<file path="config.mk">
export PLATFORM = sky130hd
export DESIGN_NAME = wb_stage
export DESIGN_NICKNAME = d
export VERILOG_FILES = /design/src/rtl/core_pkg.sv /design/src/rtl/load_extend.sv /design/src/rtl/wb_stage.sv
export SDC_FILE = /design/constraint.sdc
export NUM_CORES = 1
export LEC_CHECK = 0
export BUFFER_PORTS_ARGS = -buffer_cell sky130_fd_sc_hd__buf_4
export CAP_MARGIN = 40
export CORE_AREA = 5 5 154 112
export DETAILED_ROUTE_END_ITERATION = 8
export DIE_AREA = 0 0 159 117
export GPL_TIMING_DRIVEN = 0
export HOLD_SLACK_MARGIN = 0.05
export PLACE_DENSITY = 0.75
export SLEW_MARGIN = 15
export SYNTH_ARGS = -nofsm -noshare
export SYNTH_HDL_FRONTEND = slang
export SYNTH_SLANG_ARGS = --single-unit
</file>
<file path="constraint.sdc">
create_clock -name clk -period 3.1 [get_ports clk]
set_input_delay 0.62 -clock clk [delete_from_list [all_inputs] [get_ports clk]]
set_output_delay 0.62 -clock clk [all_outputs]
set_load 0.05 [all_outputs]
</file>
<file path="src/rtl/core_pkg.sv">
// Shared RV32I core definitions: writeback source encoding and load funct3 codes.
package core_pkg;

  localparam int XLEN = 32;

  typedef enum logic [1:0] {
    WB_ALU = 2'd0,
    WB_MEM = 2'd1,
    WB_PC4 = 2'd2,
    WB_RSV = 2'd3
  } wb_sel_e;

  localparam logic [2:0] F3_LB  = 3'b000;
  localparam logic [2:0] F3_LH  = 3'b001;
  localparam logic [2:0] F3_LW  = 3'b010;
  localparam logic [2:0] F3_LBU = 3'b100;
  localparam logic [2:0] F3_LHU = 3'b101;

endpackage

</file>
<file path="src/rtl/load_extend.sv">
// Load data alignment and sign/zero extension; purely combinational.
module load_extend
  import core_pkg::*;
(
  input  logic [XLEN-1:0] mem_rdata,
  input  logic [1:0]      off,
  input  logic [2:0]      funct3,
  output logic [XLEN-1:0] ext_data
);

  logic [7:0]  byte_s;
  logic [15:0] half_s;

  // Lane selection; halfword offset ignores off[0]
  always_comb begin
    byte_s = mem_rdata[7:0];
    half_s = mem_rdata[15:0];
    case (off)
      2'd0:    byte_s = mem_rdata[7:0];
      2'd1:    byte_s = mem_rdata[15:8];
      2'd2:    byte_s = mem_rdata[23:16];
      2'd3:    byte_s = mem_rdata[31:24];
      default: byte_s = mem_rdata[7:0];
    endcase
    if (off[1]) begin
      half_s = mem_rdata[31:16];
    end else begin
      half_s = mem_rdata[15:0];
    end
  end

  // Extension by load type; unknown encodings pass the whole word through
  always_comb begin
    ext_data = mem_rdata;
    case (funct3)
      F3_LB:   ext_data = {{(XLEN-8){byte_s[7]}}, byte_s};
      F3_LBU:  ext_data = {{(XLEN-8){1'b0}}, byte_s};
      F3_LH:   ext_data = {{(XLEN-16){half_s[15]}}, half_s};
      F3_LHU:  ext_data = {{(XLEN-16){1'b0}}, half_s};
      F3_LW:   ext_data = mem_rdata;
      default: ext_data = mem_rdata;
    endcase
  end

endmodule

</file>
<file path="src/rtl/wb_stage.sv">
// MEM/WB pipeline register and writeback datapath: register file write port,
// bypass tap and retired-instruction counter.
module wb_stage
  import core_pkg::*;
#(
  parameter int XLEN  = 32,
  parameter int CNT_W = 64
) (
  input  logic             clk,
  input  logic             rst,
  input  logic             in_valid,
  input  logic             stall,
  input  logic             flush,
  input  logic [4:0]       rd_in,
  input  logic             reg_wen_in,
  input  logic [1:0]       wb_sel,
  input  logic [2:0]       funct3,
  input  logic [XLEN-1:0]  alu_result,
  input  logic [XLEN-1:0]  mem_rdata,
  input  logic [XLEN-1:0]  pc_plus4,
  output logic [4:0]       addr_d,
  output logic [XLEN-1:0]  data_d,
  output logic             reg_wen,
  output logic             wb_valid,
  output logic             fwd_en,
  output logic [XLEN-1:0]  fwd_data,
  output logic [CNT_W-1:0] instret
);

  logic [XLEN-1:0]  load_data_s;
  logic [XLEN-1:0]  wb_data_s;
  logic             wen_s;
  logic             retire_s;

  logic [4:0]       addr_d_r;
  logic [XLEN-1:0]  data_d_r;
  logic             reg_wen_r;
  logic             wb_valid_r;
  logic [CNT_W-1:0] instret_r;

  load_extend u_load_extend (
    .mem_rdata (mem_rdata),
    .off       (alu_result[1:0]),
    .funct3    (funct3),
    .ext_data  (load_data_s)
  );

  // Writeback source select; the reserved encoding falls back to the ALU
  always_comb begin
    wb_data_s = alu_result;
    case (wb_sel_e'(wb_sel))
      WB_ALU:  wb_data_s = alu_result;
      WB_MEM:  wb_data_s = load_data_s;
      WB_PC4:  wb_data_s = pc_plus4;
      WB_RSV:  wb_data_s = alu_result;
      default: wb_data_s = alu_result;
    endcase
  end

  assign wen_s    = in_valid & reg_wen_in & (rd_in != 5'd0);
  // An instruction retires when it leaves the stage, not while it is held
  assign retire_s = wb_valid_r & ~stall & ~flush;

  // Pipeline register: rst > flush > stall > capture
  always_ff @(posedge clk) begin
    if (rst) begin
      wb_valid_r <= 1'b0;
      reg_wen_r  <= 1'b0;
      addr_d_r   <= 5'd0;
      data_d_r   <= {XLEN{1'b0}};
    end else if (flush) begin
      wb_valid_r <= 1'b0;
      reg_wen_r  <= 1'b0;
    end else if (!stall) begin
      wb_valid_r <= in_valid;
      reg_wen_r  <= wen_s;
      addr_d_r   <= rd_in;
      data_d_r   <= wb_data_s;
    end
  end

  // Retired-instruction counter, wraps naturally
  always_ff @(posedge clk) begin
    if (rst) begin
      instret_r <= {CNT_W{1'b0}};
    end else if (retire_s) begin
      instret_r <= instret_r + {{(CNT_W-1){1'b0}}, 1'b1};
    end
  end

  assign addr_d   = addr_d_r;
  assign data_d   = data_d_r;
  assign reg_wen  = reg_wen_r;
  assign wb_valid = wb_valid_r;
  assign instret  = instret_r;
  assign fwd_en   = reg_wen_r & (addr_d_r != 5'd0);
  assign fwd_data = data_d_r;

endmodule

</file>
==> flow_summary.json <==
{
  "status": "completed",
  "drt_iter0_markers": 526,
  "cts-root-buf": "clkbuf_16",
  "fp.dieW_um": 159,
  "final.min_clock_period_ns": 2.82,
  "yosysWarnings": 0,
  "initial_core_util": 0.358,
  "ir_drop_mv": 0.259,
  "cts_sinks": 103,
  "tightest_slew_ns": 0.750,
  "worstPathArrival_ns": 3.10,
  "finalCritPeriodShare": 0.910,
  "max_freq_mhz": 354,
  "num_rows": 39,
  "pin_count": 248,
  "wire_per_inst_um": 18.1,
  "synth.area.top_cells": "dfxtp_1, a221o_1, xnor2_1",
  "synth-seq-cells": 103,
  "setup_slack_ns": 0.278,
  "grt_max_degree": 19,
  "grt_pass1_wl_um": 32200,
  "drt-total-wl_um": 20900,
  "clockBufferDepth": 2,
  "fp.dieH_um": 117,
  "syn-num-nets": 798,
  "drive_gt1_frac": 0.334,
  "post-place-ws_ns": -0.00149,
  "dieArea_um2": 18600,
  "slew_headroom": 0.498,
  "num_vias": 6277,
  "synth-async-reset-ratio": 0,
  "worstPathCellList": "ha_1 -> nand2_1 -> or4_1 -> clkbuf_1 -> clkbuf_1 -> nor4_1 -> nand4b_1 -> a21oi_1",
  "gp_congestion": 1.02,
  "power_leakage_nw": 3.24,
  "synth_xor_area_frac": 0.0590,
  "critical_path_buf_inv_count": 2,
  "yosysUniqueCellTypes": 52,
  "grt_pass1_vias": 5900,
  "antenna_cells": 0,
  "via_per_inst": 5.44,
  "post_cts_buffers": 0,
  "syn2layout_area_growth_pct": 43.1,
  "gr-usage-all-layers": 0.215,
  "syn_inst": 683,
  "clk_latency_ns": 0.35,
  "hold_viol": 0,
  "h-tree-depth": 3,
  "synth_top_family_by_area": "simple AND/OR/NAND/NOR gates",
  "drtPass1Iterations": 5,
  "cp-start-kind": "register",
  "synth_edf_count": 0,
  "seq_area_frac_synth": 0.366,
  "grt_antenna_before_repair": 0,
  "layout.nets": 1058,
  "crit_top_cell": "clkbuf_1",
  "dpl_cell_area_um2": 7770,
  "n_fill_cell": 1522,
  "cts_hold_buf": 0,
  "fin_skew_ns": 0.00710,
  "critPathCaptureType": "register",
  "synth-simple-area-share": 0.240,
  "synth-compound-area-share": 0.216,
  "crit_type": "reg2reg",
  "drtAntennaViolNets": 0,
  "portBuffers": 247,
  "worst-path-max-fanout": 10,
  "yosysTopAreaCell": "dfxtp_1",
  "rsz0062_at_grt": "false",
  "slowest_delay_ns": 0.57,
  "cts_resized": 0,
  "core-area_um2": 15800,
  "synth_fa_ha_area_frac": 0.00666,
  "dp_hpwl_um": 16600,
  "path_delay_family": "simple AND/OR/NAND/NOR gates",
  "powerDensity_nw_per_um2": 400,
  "hp-class": "in2reg",
  "maxSlewViolCount": 0,
  "drcViolationCount": 0,
  "synthesis.area_um2": 5640,
  "cts_tree": "built",
  "final_cell_area_um2": 8070,
  "overflow": 0,
  "cap_violations": 0,
  "ys.flop_type": "dfxtp_1",
  "syn_avg_cell_area_um2": 8.26,
  "netlist.area_leader.share": 0.366,
  "slowest_stage": "or4_1",
  "numCtsBuffers": 9,
  "required_ns": 3.38,
  "synth_mux_area_frac": 0.0233,
  "setup_violations": 0,
  "path_clk_slew_ns": 0.07
}
## stage by stage
| stage | std cells | TNS [ns] | hold slack, ns | utilization | total power (W) |
|---|---|---|---|---|---|
| detailed placement | 1137 | -0.00149 | 0.472 | 0.493 | 0.00207 |
| finish | 1153 | 0 | 0.467 | 0.512 | 0.00323 |
| CTS | 1153 | 0 | 0.451 | 0.512 | 0.00326 |
| floorplan | 683 | 0 | 0.681 | - | 0.00180 |
| global route | 1153 | 0 | 0.455 | 0.512 | 0.00337 |
| global placement | 1135 | 0 | 0.461 | 0.492 | 0.00207 |
## synthesized netlist by cell type (all sizes together), types with 12 or more instances
library cell  instances
a21oi                33
a221o                30
a32o                 22
buf                  36
clkbuf               45
dfxtp               103
inv                  21
nand2                67
nand3                34
nand4                16
nor2                 61
nor3                 15
nor4                 17
o21ai                25
o22ai                12
or4                  16
xnor2                31
## area by class of cell
| cell class | instances | area (µm²) | area share |
|---|---|---|---|
| Sequential cell | 103 | 2060 | 0.256 |
| Clock inverter | 7 | 78.8 | 0.00977 |
| Tap cell | 205 | 256 | 0.0318 |
| Multi-Input combinational cell | 478 | 3070 | 0.381 |
| Buffer | 81 | 427 | 0.0529 |
| Timing Repair Buffer | 249 | 1870 | 0.232 |
| Inverter | 21 | 78.8 | 0.00977 |
| Clock buffer | 9 | 225 | 0.0279 |
## sequential cells by signal, indices dropped and copies added (netlist names)
signal / flops
instret: 64
data_d: 32
addr_d: 5
reg_wen: 1
wb_valid: 1
## power by group
group,leakage (nW),total [W],switching (W),internal [W]
Combinational,2.26,0.000670,0.000394,0.000277
Sequential,0.834,0.00137,0.0000244,0.00135
Clock,0.144,0.00119,0.000551,0.000636
Total,3.24,0.00323,0.000969,0.00226
## final timing paths
kind / from / endpoint / slack [ns] / depth (start not counted)
worst max-delay path: instret[0] / instret[50] / 0.28 / 8
worst min-delay path: flush / reg_wen / 0.47 / 2
worst max register to register: instret[0] / instret[50] / 0.28 / 8
worst min register to register: addr_d[1] / addr_d[1] / 0.48 / 2
## worst register-to-register path, cell delays in order, from the launching register on
cell and delay (ns):
dfxtp_1 0.43, ha_1 0.21, nand2_1 0.07, or4_1 0.57, clkbuf_1 0.29, clkbuf_1 0.33
nor4_1 0.54, nand4b_1 0.15, a21oi_1 0.16
## metal layers
layer	vias to the layer above	global-route usage	part of all wire
met3	28	0.0564	0.081
met2	260	0.308	0.41
li1	3039	-	-
met4	0	0.0648	0.022
met1	2950	0.316	0.48
met5	-	0	0
## logic make-up after synthesis
logic type,count (synthesis)
AO/OA/AOI/OAI,162
XOR/XNOR,38
adder cells (fa/ha/maj),3
buffers and inverters,102
flip-flops,103
multiplexers,11
AND/OR/NAND/NOR,264
## layout by cell type, fill, tap and decap left out, types with 3 or more instances in the layout
cell type  Yosys  layout
and2_1         4       4
nand4b_1       3       3
xnor2_1       31      31
and4_1         4       4
ha_1           3       3
mux2_2         7       7
o21ai_0       23      23
o31ai_1       10      10
and3_1         3       3
a31o_2         4       4
buf_4         32     279
a221o_1       30      30
nor3_1        15      15
or4_1         16      16
a22o_1         7       7
clkbuf_16      0       9
nor4_1        17      17
xor2_1         7       7
a32o_1        22      22
dfxtp_1      103     103
mux2i_1        3       3
nand3_1       34      34
o22ai_1       12      12
nor2_1        61      61
nand2_1       67      67
a221oi_1      11      11
a21oi_1       33      33
or3_1         11      11
nand4_1       15      15
inv_1         21      21
clkbuf_1      45      45
buf_2          2       3
Power figures use the tool's default switching activity.
